[src/rtl/branch_target_predictor_pkg.sv]
// ---------------------------------------------------------------------------
// branch_target_predictor_pkg
// Shared definitions for the IF-side branch target predictor: the codebase
// word-width defines, BTB entry field widths, sweep FSM state encodings and
// the 2-bit direction counter constants.
// ---------------------------------------------------------------------------
package branch_target_predictor_pkg;

    localparam int AddrLen = 32;
    localparam logic [AddrLen-1:0] ZERO_WORD = '0;

    // BTB entry field widths (tag width depends on ADDR_W/IDX_W and is
    // derived in the top module).
    localparam int CTR_W   = 2;
    localparam int VALID_W = 1;
    localparam int JAL_W   = 1;

    // Direction counter: values 2'b10 and 2'b11 predict taken.
    localparam logic [CTR_W-1:0] CTR_MIN     = 2'b00;
    localparam logic [CTR_W-1:0] CTR_WEAK_NT = 2'b01;
    localparam logic [CTR_W-1:0] CTR_WEAK_T  = 2'b10;
    localparam logic [CTR_W-1:0] CTR_MAX     = 2'b11;

    typedef enum logic {
        ST_INIT = 1'b0,
        ST_RUN  = 1'b1
    } btb_state_e;

endpackage

[src/rtl/branch_target_predictor_btb_sat_counter.sv]
// ---------------------------------------------------------------------------
// btb_sat_counter
// Next-state logic of a 2-bit saturating direction counter.
//   ctr_i      current counter value
//   taken_i    resolved direction (1 = increment, 0 = decrement)
//   ctr_next_o counter value after the update, clamped to [00, 11]
// ---------------------------------------------------------------------------
module btb_sat_counter
    import branch_target_predictor_pkg::*;
(
    input  logic [CTR_W-1:0] ctr_i,
    input  logic             taken_i,
    output logic [CTR_W-1:0] ctr_next_o
);

    always_comb begin
        ctr_next_o = ctr_i;
        if (taken_i) begin
            if (ctr_i != CTR_MAX) begin
                ctr_next_o = ctr_i + 2'b01;
            end
        end else begin
            if (ctr_i != CTR_MIN) begin
                ctr_next_o = ctr_i - 2'b01;
            end
        end
    end

endmodule

[src/rtl/branch_target_predictor.sv]
// ---------------------------------------------------------------------------
// branch_target_predictor
// Direct-mapped BTB with per-entry 2-bit direction counters. IF gets a
// combinational next-PC prediction; EX resolutions update the table on the
// clock edge. After reset a sweep clears every entry before predictions are
// enabled. Lookup and mispredict performance counters are kept while ready.
//
// Ports
//   clk, rst          clock, synchronous active-high reset
//   lk_pc, lk_valid   fetch PC and fetch-issued qualifier
//   pred_pc, pred_hit predicted next PC, table hit flag
//   ready             table initialised, predictions valid
//   upd_*             branch resolution from EX
//   stat_lookups      lk_valid cycles while ready
//   stat_mispredicts  upd_valid && upd_mispredict cycles while ready
//
// State   | meaning
// --------+-------------------------------------------------
// ST_INIT | clearing one entry per cycle, predictions off
// ST_RUN  | normal lookup/update operation
// ---------------------------------------------------------------------------
module branch_target_predictor
    import branch_target_predictor_pkg::*;
#(
    parameter int ADDR_W = AddrLen,
    parameter int IDX_W  = 6,
    parameter int CNT_W  = 32
) (
    input  logic              clk,
    input  logic              rst,

    input  logic [ADDR_W-1:0] lk_pc,
    input  logic              lk_valid,
    output logic [ADDR_W-1:0] pred_pc,
    output logic              pred_hit,
    output logic              ready,

    input  logic              upd_valid,
    input  logic [ADDR_W-1:0] upd_pc,
    input  logic              upd_taken,
    input  logic [ADDR_W-1:0] upd_target,
    input  logic              upd_is_jal,
    input  logic              upd_mispredict,

    output logic [CNT_W-1:0]  stat_lookups,
    output logic [CNT_W-1:0]  stat_mispredicts
);

    localparam int ENTRIES = 2 ** IDX_W;
    localparam int TAG_W   = ADDR_W - IDX_W - 2;
    localparam logic [IDX_W-1:0]  SWEEP_LAST = '1;
    localparam logic [ADDR_W-1:0] PC_STEP    = ADDR_W'(4);

    // Table storage: plain flop arrays, cleared by the sweep rather than rst.
    logic               valid_q  [ENTRIES];
    logic [TAG_W-1:0]   tag_q    [ENTRIES];
    logic [ADDR_W-1:0]  target_q [ENTRIES];
    logic [CTR_W-1:0]   ctr_q    [ENTRIES];
    logic               jal_q    [ENTRIES];

    btb_state_e         state_q, state_d;
    logic [IDX_W-1:0]   sweep_q, sweep_d;
    logic [CNT_W-1:0]   lookups_q, lookups_d;
    logic [CNT_W-1:0]   mispred_q, mispred_d;

    logic [IDX_W-1:0]   lk_idx;
    logic [TAG_W-1:0]   lk_tag;
    logic [IDX_W-1:0]   upd_idx;
    logic [TAG_W-1:0]   upd_tag;
    logic               upd_hit;
    logic [CTR_W-1:0]   ctr_next;
    logic               run;

    // Byte-offset bits never participate in index or tag.
    logic               unused_pc_bits;
    assign unused_pc_bits = ^{lk_pc[1:0], upd_pc[1:0]};

    assign run     = (state_q == ST_RUN);
    assign ready   = run;

    assign lk_idx  = lk_pc[IDX_W+1:2];
    assign lk_tag  = lk_pc[ADDR_W-1:IDX_W+2];
    assign upd_idx = upd_pc[IDX_W+1:2];
    assign upd_tag = upd_pc[ADDR_W-1:IDX_W+2];

    // ------------------------------------------------------------------
    // Sweep FSM
    // ------------------------------------------------------------------
    always_ff @(posedge clk) begin
        if (rst) begin
            state_q <= ST_INIT;
            sweep_q <= '0;
        end else begin
            state_q <= state_d;
            sweep_q <= sweep_d;
        end
    end

    always_comb begin
        state_d = state_q;
        sweep_d = sweep_q;
        unique case (state_q)
            ST_INIT: begin
                sweep_d = sweep_q + 1'b1;
                if (sweep_q == SWEEP_LAST) begin
                    state_d = ST_RUN;
                end
            end
            ST_RUN: begin
                sweep_d = '0;
            end
            default: begin
                state_d = ST_INIT;
                sweep_d = '0;
            end
        endcase
    end

    // ------------------------------------------------------------------
    // Lookup: reads the pre-edge table, so a same-cycle update to the same
    // index is only seen on the following cycle.
    // ------------------------------------------------------------------
    always_comb begin
        pred_hit = run && valid_q[lk_idx] && (tag_q[lk_idx] == lk_tag);
        pred_pc  = lk_pc + PC_STEP;
        if (pred_hit && (jal_q[lk_idx] || ctr_q[lk_idx][1])) begin
            pred_pc = target_q[lk_idx];
        end
    end

    // ------------------------------------------------------------------
    // Update
    // ------------------------------------------------------------------
    assign upd_hit = valid_q[upd_idx] && (tag_q[upd_idx] == upd_tag);

    btb_sat_counter u_sat_counter (
        .ctr_i      (ctr_q[upd_idx]),
        .taken_i    (upd_taken),
        .ctr_next_o (ctr_next)
    );

    // rst gates all table writes so an update in the reset cycle is dropped.
    always_ff @(posedge clk) begin
        if (!rst) begin
            if (!run) begin
                valid_q[sweep_q] <= 1'b0;
                ctr_q[sweep_q]   <= CTR_WEAK_NT;
            end else if (upd_valid) begin
                if (upd_hit) begin
                    ctr_q[upd_idx] <= ctr_next;
                    if (upd_taken) begin
                        target_q[upd_idx] <= upd_target;
                        jal_q[upd_idx]    <= upd_is_jal;
                    end
                end else if (upd_taken) begin
                    valid_q[upd_idx]  <= 1'b1;
                    tag_q[upd_idx]    <= upd_tag;
                    target_q[upd_idx] <= upd_target;
                    jal_q[upd_idx]    <= upd_is_jal;
                    ctr_q[upd_idx]    <= CTR_WEAK_T;
                end
            end
        end
    end

    // ------------------------------------------------------------------
    // Performance counters (wrap naturally at 2**CNT_W)
    // ------------------------------------------------------------------
    always_comb begin
        lookups_d = lookups_q;
        mispred_d = mispred_q;
        if (run && lk_valid) begin
            lookups_d = lookups_q + CNT_W'(1);
        end
        if (run && upd_valid && upd_mispredict) begin
            mispred_d = mispred_q + CNT_W'(1);
        end
    end

    always_ff @(posedge clk) begin
        if (rst) begin
            lookups_q <= '0;
            mispred_q <= '0;
        end else begin
            lookups_q <= lookups_d;
            mispred_q <= mispred_d;
        end
    end

    assign stat_lookups     = lookups_q;
    assign stat_mispredicts = mispred_q;

endmodule

[config.mk]
export PLATFORM = sky130hd
export DESIGN_NAME = branch_target_predictor
export DESIGN_NICKNAME = d
export VERILOG_FILES = /design/src/rtl/branch_target_predictor_pkg.sv /design/src/rtl/branch_target_predictor_btb_sat_counter.sv /design/src/rtl/branch_target_predictor.sv
export SDC_FILE = /design/constraint.sdc
export NUM_CORES = 2
export LEC_CHECK = 0
export ABC_AREA = 0
export CAP_MARGIN = 5
export CORE_ASPECT_RATIO = 1.25
export CORE_MARGIN = 10
export CORE_UTILIZATION = 50
export DETAILED_ROUTE_END_ITERATION = 8
export DONT_BUFFER_PORTS = 1
export PLACE_DENSITY_LB_ADDON = 0.08
export SLEW_MARGIN = 25
export SYNTH_ARGS = -nofsm -noshare
export SYNTH_HDL_FRONTEND = slang
export SYNTH_SLANG_ARGS = --single-unit
[constraint.sdc]
create_clock -name clk -period 11.34 [get_ports clk]
set_input_delay 3.402 -clock clk [delete_from_list [all_inputs] [get_ports clk]]
set_output_delay 3.402 -clock clk [all_outputs]
set_load 0.02 [all_outputs]
## After elaboration in Yosys (flattened, before gate mapping)

Memories as Yosys holds them, arrays and structs flattened.
Index checks and enable logic that the tools add are counted.

| word-level totals | value |
|---|---|
| register bits after elaboration | 71 |
| latch bits | 0 |
| RAM bits | 3840 |
| ROM bits | 0 |
| input bits | 103 |
| output and inout port bits | 98 |
| logic and storage cells | 69 |
| memories kept | 5 |

Memories:

| memory | words | width | read ports | clocked after memory_dff | write ports | line | source |
|---|---|---|---|---|---|---|---|
| target_q | 64 | 32 | 1 | 0 | 1 | branch_target_predictor.sv:57 | `logic [ADDR_W-1:0] target_q [ENTRIES];` |
| tag_q | 64 | 24 | 2 | 0 | 1 | branch_target_predictor.sv:56 | `logic [TAG_W-1:0] tag_q [ENTRIES];` |
| ctr_q | 64 | 2 | 2 | 0 | 1 | branch_target_predictor.sv:58 | `logic [CTR_W-1:0] ctr_q [ENTRIES];` |
| jal_q | 64 | 1 | 1 | 0 | 1 | branch_target_predictor.sv:59 | `logic jal_q [ENTRIES];` |
| valid_q | 64 | 1 | 2 | 0 | 1 | branch_target_predictor.sv:55 | `logic valid_q [ENTRIES];` |

| operators by class | value |
|---|---|
| add/sub/neg operators | 6 |
| $mul | 0 |
| div/mod/pow operators | 0 |
| $lt $le $gt $ge | 0 |
| eq/ne operators | 4 |
| shift operators | 0 |
| multiplexer cells | 35 |
| bitwise operators | 4 |
| reductions and logical operators | 11 |

Operators with widths:

| operator | count |
|---|---|
| adder 32 x 1 -> 32 bit, second input constant | 2 |
| two-way mux 32 bit | 2 |
| equality test 24 bit | 2 |
| adder 32 x 3 -> 32 bit, second input constant | 1 |
| two-way mux 1 bit | 25 |
| two-way mux 6 bit | 2 |
| case mux 6 bit (2 select lines) | 1 |
| two-way mux 2 bit | 5 |
| logical AND 1 bit | 7 |
| adder 6 x 1 -> 6 bit, second input constant | 1 |
| equality test 6 bit, second input constant | 1 |
| bitwise OR 1 bit | 3 |
| adder 2 x 1 -> 2 bit, second input constant | 1 |
| inequality test 2 bit, second input constant | 1 |
| nonzero test 2 bit | 1 |
| OR reduction 2 bit | 1 |
| subtractor 2 x 1 -> 2 bit, second input constant | 1 |
| logical OR 1 bit | 1 |
| NOT 1 bit | 1 |
| OR reduction 1 bit | 1 |

## Logic depth before layout (Yosys ltp)

An unclocked memory read counts as a cell.

| depth | value |
|---|---|
| word-level depth | 11 |
| depth in mapped cells | 20 |
| depth with buffers taken out | 11 |

## Cells and area by module

Synthesis repeated with hierarchy kept, for this count alone.

| unflattened totals | value |
|---|---|
| cell total of the unflattened synthesis | 8358 |
| area, all modules | 165901.6 um^2 |

Modules (own cells, without submodules):

| module | instances | cells each | area an instance (um^2) | sequential area each (um^2) |
|---|---|---|---|---|
| branch_target_predictor | 1 | 8355 | 165875.3 | 116732.0 |
| btb_sat_counter | 1 | 3 | 26.3 | 0.0 |

## Worst setup path after synthesis

Ideal clock, no wire load.

| timing path | value |
|---|---|
| path type | in2out |
| start point | input port lk_pc[3] |
| end point | output port pred_pc[2] |
| arrival | 7.491 ns |
| required time | 7.938 ns |
| setup slack | 0.447 ns |
| stages | 14 |
| buffers on the path | 6 |
| cell sequence | buf_2 clkbuf_1 buf_1 clkbuf_1 mux4_2 mux4_2 mux4_2 xnor2_1 nand4_1 a2111oi_4 and2b_1 buf_4 buf_12 mux2i_1 |

| between the ends | value |
|---|---|
| longest elaborated chain between the ends | 5 |
| elaborated cells between the ends (all ways) | 11 |
| those cells by class | 1 x eq/ne; 1 x mux; 4 x reduce/logical; 5 x memory |

Ends and longest elaborated chain:

| item | line | source |
|---|---|---|
| start, declared | branch_target_predictor.sv:32 | `input logic [ADDR_W-1:0] lk_pc,` |
| memory read (64 x 24 bit) / memory read (64 x 1 bit) (equally long branches) | n/a |  |
| equality test 24 bit / logical AND 1 bit (equally long branches) | branch_target_predictor.sv:124 | `pred_hit = run && valid_q[lk_idx] && (tag_q[lk_idx] == lk_tag);` |
| logical AND 1 bit * | branch_target_predictor.sv:124 |  |
| via pred_hit | branch_target_predictor.sv:35 | `output logic pred_hit,` |
| logical AND 1 bit * | branch_target_predictor.sv:126 | `if (pred_hit && (jal_q[lk_idx] \|\| ctr_q[lk_idx][1])) begin` |
| two-way mux 32 bit * | branch_target_predictor.sv:126 |  |
| end, declared | branch_target_predictor.sv:34 | `output logic [ADDR_W-1:0] pred_pc,` |

Mark *: on every way through the listed nets, which the timed path passes. The rest lies on a longest branch.

## Final worst setup path

| timing path | value |
|---|---|
| start point | input port lk_pc[5] |
| end point | output port pred_pc[29] |

| between the ends | value |
|---|---|
| longest elaborated chain between the ends | 5 |
| elaborated cells between the ends (all ways) | 12 |
| those cells by class | 1 x add/sub; 1 x eq/ne; 1 x mux; 4 x reduce/logical; 5 x memory |

Ends and longest elaborated chain:

| item | line |
|---|---|
| memory read (64 x 24 bit) / memory read (64 x 1 bit) (equally long branches) | n/a |
| equality test 24 bit / logical AND 1 bit (equally long branches) | branch_target_predictor.sv:124 |
| logical AND 1 bit | branch_target_predictor.sv:124 |
| logical AND 1 bit | branch_target_predictor.sv:126 |
| two-way mux 32 bit * | branch_target_predictor.sv:126 |

Mark *: on every way between the ends. The rest lies on a longest branch, timed or not.

==> key figures <==
Outcome
  • Status: finished, violations left
  • Failing checks: max-slew violations, negative setup slack

GRT
  • GR Overflow Total: 0
  • Largest net degree at the start of global routing: around 400
  • GRT Util Overall: slightly above 30%
  • Initial antenna violation count: 23
  • First-pass GRT wire length: a little under 800000 um
  • Vias in the first global route: between 90000 and 100k

Drt
  • Routed WL per cell: 42.6 um
  • Initial DRC Count: 13445
  • Post-Route WL: approximately 560000 um
  • Met3 wire len: ~57000 um
  • DRT Pass-1 Iters: 9
  • WL met1: ~200000 um
  • # DRC: 0
  • Final ANT Viol Nets: 0
  • WL met2: between 200000 and 300000 um
  • Via count: 94165
  • Via density: just over 7
  • Uppermost layer routed: met5

STA
  • Slew headroom: -37.8%
  • Setup tns final: -25.54 ns
  • Fmax achieved: between 0.08 and 0.09 GHz
  • Final Slew Violations: between 200 and 250
  • Clock Skews: 0.0681 ns
  • Fin. Hold Viols: 0
  • Tmin final: 12.17 ns
  • Worst Slack Setup Final: -0.827 ns
  • Worst slew pin tran: just over 2 ns
  • RSZ-0062 raised after global routing: true
  • Final worst path period share: 107%
  • Endpoints failing setup: 33

Die
  • Die area: roughly 360000 um^2
  • I/O pin total: approximately 200
  • Die X: 535 um
  • Initial Util: approximately 50%
  • Core ar.: approximately 330000 um^2
  • Rows: ~240
  • Die Y: about 660 um

Critical path
  • Startpoint Class: primary input
  • Type of the worst setup path: primary input to output pin
  • Worst path top cell family by delay: simple AND/OR/NAND/NOR gates
  • CP arrival: approximately 9 ns
  • Most used cell, CP: buf_4
  • R2R Setup Slk: ~5.5 ns
  • Crit path buf inv count: 4
  • Crit-path cells: and2b_1 -> buf_4 -> a22oi_1 -> and3_1 -> a31oi_1 -> o221ai_1 -> xnor2_1 -> nand3_1 -> or4_1 -> a2111oi_4 -> buf_4 -> and2b_4 -> buf_12 -> buf_16 -> mux2_4
  • Slowest cell on the critical path: and2b_1
  • R2R depth: 11
  • Worst r2r src: tag_q[8][14]
  • Critical path depth: 15
  • Critical path endpoint category: output pin
  • Max FO, Critical Path: approximately 270
  • CP required: 7.94 ns
  • CP max stage delay: approximately 0.84 ns
  • Reg-to-Reg End: tag_q[57][5]

Yosys
  • Syn_nets: about 8500
  • Sequential share of the synthesized area: 70.4%
  • Register bit total from synthesis: 3911
  • Syn_area_per_cell: between 15 and 20 um^2
  • Post-Syn Instances: ~8400
  • Asr flop ratio synth: 0%
  • Yosys cell types: between 80 and 90
  • Most used flip-flop cell after synthesis: edfxtp_1
  • Post-Syn Area: 166000 um^2
  • Ys Warns: 0
  • Post-synth EDFFs: approximately 3800

Hold path
  • Hold path depth: 1
  • Hold Path End: sweep_q[0]
  • Critical hold path startpoint: sweep_q[0]
  • Worst Hold Class: register to register

Clock network
  • Total number of H-tree levels: 5
  • CTS tree: yes
  • Clock Latency Late Sink: 0.98 ns
  • Clock transition at path regs: ~0.060 ns
  • Clock sinks: between 3000 and 4000
  • TritonCTS buffer count: ~400
  • Cts-stage hold buffer count: 0
  • CTS max path bufs: 4
  • Clk root buf: clkbuf_16

Power
  • Static leakage: just under 0.06 uW
  • Max VDD drop: 148 uV
  • Power Total: a little over 30000 uW
  • Cell Pwr Density: about 160 nW/um^2

Placed design
  • Port bufs: 0
  • Post-Place Worst Slack: -2.34 ns
  • Dpl cell area: ~170000 um^2
  • Gp weighted congestion: between 0.9 and 1
  • DP Wirelength: slightly above 300000 um

Finish
  • Commonest cells after routing, fill and taps aside: edfxtp_1 (3840), mux4_2 (1201), clkbuf_16 (406)
  • Filler cells: 24548
  • Most common cell after layout, fill and taps aside: edfxtp_1
  • Layout cells sized above 1: between 20% and 30%
  • Area occupied by multi-input gates: 47400 um^2
  • Layout Nets: 8610
  • Area growth syn-to-layout: 12.4%
  • Reg area: 117000 um^2
  • Final Cell Area: 186000 um^2

Run
  • Max-Cap Viols: 0
## layer usage
| layer | vias up | global-route usage (%) |
|---|---|---|
| met1 | 50596 | 39.9 |
| met4 | 16 | 14.8 |
| met3 | 1390 | 7.26 |
| met5 | - | 0 |
| li1 | 36117 | - |
| met2 | 6046 | 49.8 |
## sequential cells by signal (all words and copies together) (netlist names)
| signal | flops |
|---|---|
| ctr_q | 128 |
| tag_q | 1536 |
| stat_lookups | 32 |
| ready | 1 |
| valid_q | 64 |
| jal_q | 64 |
| target_q | 2048 |
| stat_mispredicts | 32 |
| sweep_q | 6 |
## kinds of logic (layout without fill, tap and decap cells)
group | after synthesis | in the layout | share of synthesized area, %
xor gates and xnor gates | 136 | 136 | 0.718
adders and majority gates | 4 | 4 | 0.0302
buffers and inverters | 632 | 1072 | 1.79
and+or+nand+nor | 900 | 900 | 2.58
DFF | 3911 | 3911 | 70.4
other | 0 | 23 | 0
AOI/OAI and AO/OA | 1083 | 1083 | 4.96
muxes | 1707 | 1707 | 19.5
## per-stage QoR
stage,hold slack [ns],instances,utilization (%)
2_1_floorplan,0.563,8373,-
3_3_place_gp,0.554,12448,52.1
3_5_place_dp,0.575,12453,52.1
4_1_cts,0.590,13198,56.3
5_1_grt,0.627,13217,56.4
6_report,0.589,13239,56.4
## cells in the mapped netlist (13+ instances only)
library cell,number,area (um^2)
a211oi_1,43,323
a21oi_1,137,686
a221o_1,108,1080
a221oi_1,177,1550
a222oi_1,16,160
a22o_1,52,455
a22oi_1,141,1060
a31oi_1,22,138
and3_1,25,156
buf_1,71,267
buf_2,199,996
buf_4,39,293
buf_6,20,225
clkbuf_1,286,1070
dfxtp_1,71,1420
edfxtp_1,3840,115000
mux2_1,26,293
mux2_2,226,2540
mux2i_1,254,2540
mux4_2,1201,27000
nand2_1,242,908
nand2b_1,17,106
nand3_1,73,365
nand4_1,31,194
nor2_1,261,980
nor2b_1,23,144
nor3_1,109,546
nor4_1,18,113
o21ai_0,105,526
o221a_2,13,146
o221ai_1,44,385
o22a_1,16,140
o22ai_1,87,544
o2bb2ai_1,13,114
o31ai_1,35,263
o32ai_1,25,219
or2_2,13,81.3
or3_1,15,93.8
or3b_2,13,114
xnor2_1,68,596
xor2_1,68,596
## what timing repair did
item	4_1_cts	5_1_grt
hold endpoints to repair	0	0
pin swaps	5	6
gates cloned	34	6
resized for setup	78	13
buffers inserted	9	8
setup endpoints to repair	33	32
## how the worst max path moves through the flow
stage,slack (ns),startpoint,to
after CTS,-0.40,lk_pc[2],pred_pc[29]
after detailed placement,-2.34,lk_pc[3],pred_pc[2]
after global placement,-2.51,lk_pc[3],pred_pc[2]
final,-0.83,lk_pc[5],pred_pc[29]
after floorplan,0.45,lk_pc[3],pred_pc[2]
after global routing,-0.34,lk_pc[2],pred_pc[29]
## report_power, final
part / internal (uW) / switching [uW]
Clock: 7210 / 5550
Sequential: 15800 / 3.26
Combinational: 771 / 953
Total: 23800 / 6510
## area by class of cell
type | count | area share, %
diodes | 23 | 0.0309
clock buffers | 484 | 5.55
flip-flops and latches | 3911 | 62.6
repair buffers | 355 | 2.28
multi-input cells | 3830 | 25.4
clock inverters | 219 | 1.09
inverters | 14 | 0.0342
well taps | 4403 | 2.96
No activity file was read; power rests on OpenSTA's default activity.
